==> config.mk <==
export PLATFORM = sky130hd
export DESIGN_NAME = regfile_mp
export DESIGN_NICKNAME = d
export VERILOG_FILES = /design/src/rtl/regfile_pkg.sv /design/src/rtl/regfile_read_port.sv /design/src/rtl/regfile_mp.sv
export SDC_FILE = /design/constraint.sdc
export NUM_CORES = 2
export LEC_CHECK = 0
export BUFFER_PORTS_ARGS = -buffer_cell sky130_fd_sc_hd__buf_4
export CAP_MARGIN = 20
export CORE_MARGIN = 3
export CORE_UTILIZATION = 25
export CTS_BUF_LIST = sky130_fd_sc_hd__clkbuf_16
export DETAILED_ROUTE_END_ITERATION = 10
export HOLD_SLACK_MARGIN = 0.12
export PLACE_DENSITY = 0.49
export SLEW_MARGIN = 20
export SYNTH_ARGS = -nofsm -noshare
export SYNTH_HDL_FRONTEND = slang
export SYNTH_SLANG_ARGS = --single-unit
==> constraint.sdc <==
create_clock -name clk -period 2.3 [get_ports clk]
set_input_delay 0.23 -clock clk [delete_from_list [all_inputs] [get_ports clk]]
set_output_delay 0.23 -clock clk [all_outputs]
set_load 0.005 [all_outputs]
==> src/rtl/regfile_pkg.sv <==
// Shared constants, reset-value table and clear FSM states
// for the multi-port integer register file.
package regfile_pkg;

  localparam logic [31:0] SP_RESET = 32'h0000_01F4;
  localparam logic [31:0] GP_RESET = 32'h1000_0000;

  typedef enum logic {
    IDLE,
    CLEAR
  } clr_state_e;

  // Architectural reset value of register idx
  function automatic logic [31:0] reset_value(input int idx);
    logic [31:0] v;
    v = 32'h0;
    if (idx == 2) v = SP_RESET;
    if (idx == 3) v = GP_RESET;
    return v;
  endfunction

endpackage

==> src/rtl/regfile_read_port.sv <==
// One synchronous read port: address mux, x0 zeroing,
// same-edge write bypass compare and output register.
module regfile_read_port
  import regfile_pkg::*;
#(
  parameter int XLEN  = 32,
  parameter int NREGS = 32,
  localparam int AW   = $clog2(NREGS)
) (
  input  logic            clk,
  input  logic            rst,
  input  logic [XLEN-1:0] i_regs [NREGS],
  input  logic [AW-1:0]   i_raddr,
  input  logic            i_byp_en,
  input  logic [AW-1:0]   i_waddr,
  input  logic [XLEN-1:0] i_wdata,
  output logic [XLEN-1:0] o_rdata
);

  logic [XLEN-1:0] w_data;
  logic [XLEN-1:0] r_rdata;

  always_comb begin
    w_data = i_regs[i_raddr];
    if (i_raddr == '0)
      w_data = '0;
    else if (i_byp_en && (i_waddr == i_raddr))
      w_data = i_wdata;
  end

  always_ff @(posedge clk or negedge rst) begin
    if (!rst)
      r_rdata <= '0;
    else
      r_rdata <= w_data;
  end

  assign o_rdata = r_rdata;

endmodule

==> src/rtl/regfile_mp.sv <==
// NRD-read / 1-write register file with sequential clear engine.
// Define REGFILE_BYPASS_EN for same-edge write-to-read bypass.
module regfile_mp
  import regfile_pkg::*;
#(
  parameter int XLEN  = 32,
  parameter int NREGS = 32,
  parameter int NRD   = 2,
  localparam int AW   = $clog2(NREGS)
) (
  input  logic                clk,
  input  logic                rst,
  input  logic [NRD*AW-1:0]   raddr,
  output logic [NRD*XLEN-1:0] rdata,
  input  logic                we,
  input  logic [AW-1:0]       waddr,
  input  logic [XLEN-1:0]     wdata,
  input  logic                clr_req,
  output logic                clr_busy
);

  clr_state_e      r_state;
  clr_state_e      w_state_nxt;
  logic [AW-1:0]   r_idx;
  logic [XLEN-1:0] r_regs [NREGS];
  logic            w_wr_en;
  logic            w_byp_en;
  logic            w_last;

  assign w_wr_en  = we && (waddr != '0) && (r_state == IDLE);
  assign w_last   = (r_idx == AW'(NREGS - 1));
  assign clr_busy = (r_state == CLEAR);

`ifdef REGFILE_BYPASS_EN
  assign w_byp_en = w_wr_en;
`else
  assign w_byp_en = 1'b0;
`endif

  always_comb begin
    w_state_nxt = r_state;
    unique case (r_state)
      IDLE:  if (clr_req) w_state_nxt = CLEAR;
      CLEAR: if (w_last)  w_state_nxt = IDLE;
      default: w_state_nxt = IDLE;
    endcase
  end

  always_ff @(posedge clk or negedge rst) begin
    if (!rst)
      r_state <= IDLE;
    else
      r_state <= w_state_nxt;
  end

  always_ff @(posedge clk or negedge rst) begin
    if (!rst)
      r_idx <= '0;
    else if ((r_state == IDLE) && clr_req)
      r_idx <= AW'(1);
    else if (r_state == CLEAR)
      r_idx <= r_idx + AW'(1);
  end

  // x0 is never a write target, so entry 0 stays at zero
  always_ff @(posedge clk or negedge rst) begin
    if (!rst) begin
      for (int i = 0; i < NREGS; i++)
        r_regs[i] <= XLEN'(reset_value(i));
    end else if (r_state == CLEAR) begin
      r_regs[r_idx] <= XLEN'(reset_value(32'(r_idx)));
    end else if (w_wr_en) begin
      r_regs[waddr] <= wdata;
    end
  end

  for (genvar p = 0; p < NRD; p++) begin : g_rd
    regfile_read_port #(
      .XLEN  (XLEN),
      .NREGS (NREGS)
    ) u_port (
      .clk      (clk),
      .rst      (rst),
      .i_regs   (r_regs),
      .i_raddr  (raddr[p*AW +: AW]),
      .i_byp_en (w_byp_en),
      .i_waddr  (waddr),
      .i_wdata  (wdata),
      .o_rdata  (rdata[p*XLEN +: XLEN])
    );
  end

endmodule
==> reports/qor.yml <==
die_w_um: 501
p_total_mw: 52.1
maxCapViolations: 0
ys_ff_latch: 1094
dieArea_um2: 251000
clk_pin_slew_ns: 0.06
clock_skew_ns: 0.0423
vias: 46500
path_class: "in2reg"
grt_max_degree: 101
cp_max_fo: 14
cts_buffers: 117
cts_tree: "built"
seq_area_frac_synth_pct: 44.7
start_util_pct: 25.3
synth_area_leaders: "dfrtp_1, mux4_2, mux2_2"
hp-class: "in2reg"
max-slew-margin-rel_pct: 48.2
dp.cells: 8367
avgRoutedWirePerCell_um: 29.5
tightest_slew_ns: 0.776
io_pins: 116
antenna_found_initial: 6
synth.most_common_cell: "dfrtp_1"
ys_async_sr_fraction_pct: 100
finalCritPeriodShare_pct: 97.0
slew_violations: 0
viasPerCell: 5.39
routabilityCongestion: 0.879
synth_common_cells: "dfrtp_1, nor2_1, mux2_2"
worst_setup_path_start_kind: "primary input"
setup_tns_ns: 0
power_frac_comb_pct: 23.0
cp-end-kind: "flip-flop"
grt_overflow_total: 0
synth_cell_types: 57
intPower_mw: 35.5
remaining_drc_errors: 0
synth_top_cell_area_share_pct: 44.4
p_sw_share_pct: 31.9
p_leak_nw: 32.9
synth_top_area_cell: "dfrtp_1"
row_count: 180
core-area_um2: 242000
cts_root_buf: "clkbuf_16"
synth_area_per_cell_um2: 12.4
max_freq_mhz: 448
cts_sinks: 1094
reg2regPathDepth: 6
synth-main-ff-cell: "dfrtp_1"
nets: 5401
required_ns: 3.00
power_frac_seq_pct: 41.2
cp_data_arrival_time_ns: 2.93
drt_iter0_drc: 3807
ir_worst_vdd_uv: 610
finalNonFillerCells: 8631
cts-htree-levels: 3
hold_viol: 0
dr.pass1.iters: 8
r2r_end: "r_regs[914]"
dpl.hpwl_um: 172000
drive_above_1_share_pct: 36.5
rsz0062_at_grt: "false"
synth_area_um2: 61200
die_h_um: 501
ant_nets: 0
setup.worst_path.end: "g_rd[0].u_port.o_rdata[28]"
p_clk_share_pct: 35.8
portBuffers: 115
clk_latency_ns: 0.78
powerDensity_nw_per_um2: 692
ys_warn_count: 0
syn_inst: 4955
grt_pass1_vias: 47700
crit_start: "raddr[3]"
run_status: "finished clean"
setup_viol: 0
regToRegStartpoint: "clr_busy"
wirelength_um: 255000
area_growth_pct: 23.1
p_sw_mw: 16.6
grtUsageTotal_pct: 20.0
min_period_ns: 2.23
rrSetupSlack_ns: 0.07
syn_nets: 5011
synth-edff-count: 0
clock_path_buffers: 3
grt_pass1_wl_um: 365000
==> power by group through the flow <==
stage | clock network (mW) | logic (mW) | registers, mW
final | 18.7 | 12.0 | 21.5
after global routing | 19.8 | 12.4 | 21.6
after CTS | 19.0 | 11.9 | 21.5
after detailed placement | 0 | 11.8 | 21.8
after global placement | 0 | 11.8 | 21.8
after floorplan | 0 | 5.64 | 21.3
==> cells by family (layout without fill, tap and decap cells) <==
| family | count (synthesis) | count (layout) | share of synthesized area (%) |
|---|---|---|---|
| muxes | 1602 | 1602 | 37.3 |
| and+or+nand+nor | 1169 | 1169 | 7.80 |
| DFF | 1094 | 1094 | 44.7 |
| buffers and inverters | 562 | 1050 | 3.77 |
| AOI/OAI and AO/OA | 521 | 521 | 6.22 |
| adders and majority gates | 5 | 5 | 0.102 |
| xor gates and xnor gates | 2 | 2 | 0.0286 |
| other | 0 | 3 | 0 |
==> repair_timing <==
| item | CTS | global route |
|---|---|---|
| resized for setup | 1 | 0 |
| hold buffers | 42 | 0 |
| endpoints found under the hold margin | 1823 | 0 |
| setup endpoints to repair | 1 | 15 |
| pin swaps | 0 | 1 |
| gates cloned | 0 | 0 |
| buffers inserted | 0 | 2 |
==> per-stage QoR <==
step	util, %	setup WS (ns)	hold WS [ns]	cell area, µm²
3_5_place_dp	29.4	-0.618	0.206	71300
5_1_grt	31.1	0.0161	0.206	75400
2_1_floorplan	-	0.205	-0.0656	61200
3_3_place_gp	29.4	-0.642	0.209	71300
4_1_cts	31.1	0.0259	0.156	75300
6_report	31.1	0.0682	0.247	75400
==> cells in the final DEF, fill, tap and decap left out, types with 22 or more instances in the layout <==
master | Yosys | routed
a211oi_1 | 32 | 32
a221o_1 | 32 | 32
a221oi_1 | 49 | 49
a22oi_1 | 64 | 64
a311oi_1 | 32 | 32
a31oi_1 | 32 | 31
and2_1 | 29 | 28
buf_12 | 0 | 164
buf_4 | 2 | 585
clkbuf_16 | 0 | 119
clkinv_1 | 0 | 30
clkinv_2 | 0 | 31
dfrtp_1 | 1087 | 1086
dlygate4sd3_1 | 0 | 41
inv_1 | 37 | 54
mux2_1 | 436 | 436
mux2_2 | 525 | 525
mux2i_1 | 193 | 193
mux4_2 | 448 | 448
nand2_1 | 100 | 71
nand2_2 | 0 | 29
nand2b_1 | 39 | 38
nor2_1 | 930 | 927
nor2b_1 | 39 | 34
o211ai_1 | 62 | 62
o21ai_0 | 148 | 148
o32ai_4 | 0 | 22
==> how the worst min path moves through the flow <==
stage                        start                    endpoint  slack, ns  depth (start not counted)
after CTS                 raddr[7]  g_rd[1].u_port.o_rdata[28]       0.16                          4
final                     raddr[7]  g_rd[1].u_port.o_rdata[28]       0.25                          4
after global routing      raddr[7]  g_rd[1].u_port.o_rdata[28]       0.21                          4
after detailed placement       rst                 r_regs[510]       0.21                          1
after floorplan                rst                    clr_busy      -0.07                          0
after global placement         rst                 r_regs[122]       0.21                          1
==> per-layer routing <==
| layer | up-vias | track usage (%) | wire (µm) |
|---|---|---|---|
| li1 | 19000 | - | - |
| met1 | 25000 | 24.8 | 100000 |
| met2 | 1903 | 33.3 | 122000 |
| met3 | 589 | 3.02 | 15700 |
| met4 | 2 | 11.1 | 16200 |
| met5 | - | 0 | 19 |
==> layout make-up <==
cell class                 count  area (µm²)
antenna                        3        7.51
clock buffer                 119        2980
clock inverter                98         656
fill                       24200      167000
inverter                      37         143
multi-input combinational   3299       32000
sequential                  1094       27400
tap                         3185        3990
timing repair buffer         796        8170
==> worst max-delay path: stages <==
cell	delay [ns]
dlygate4sd3_1	0.53
buf_4	0.21
buf_12	0.18
buf_12	0.17
and2_1	0.31
buf_4	0.21
buf_4	0.18
a22oi_1	0.11
a311oi_1	0.55
buf_4	0.20
==> state kept, by name, indices dropped and copies added (netlist names) <==
| register | count |
|---|---|
| r_regs | 1024 |
| r_idx | 5 |
| g_rd.u_port.o_rdata | 64 |
| clr_busy | 1 |
No activity file was read; power rests on OpenSTA's default activity.
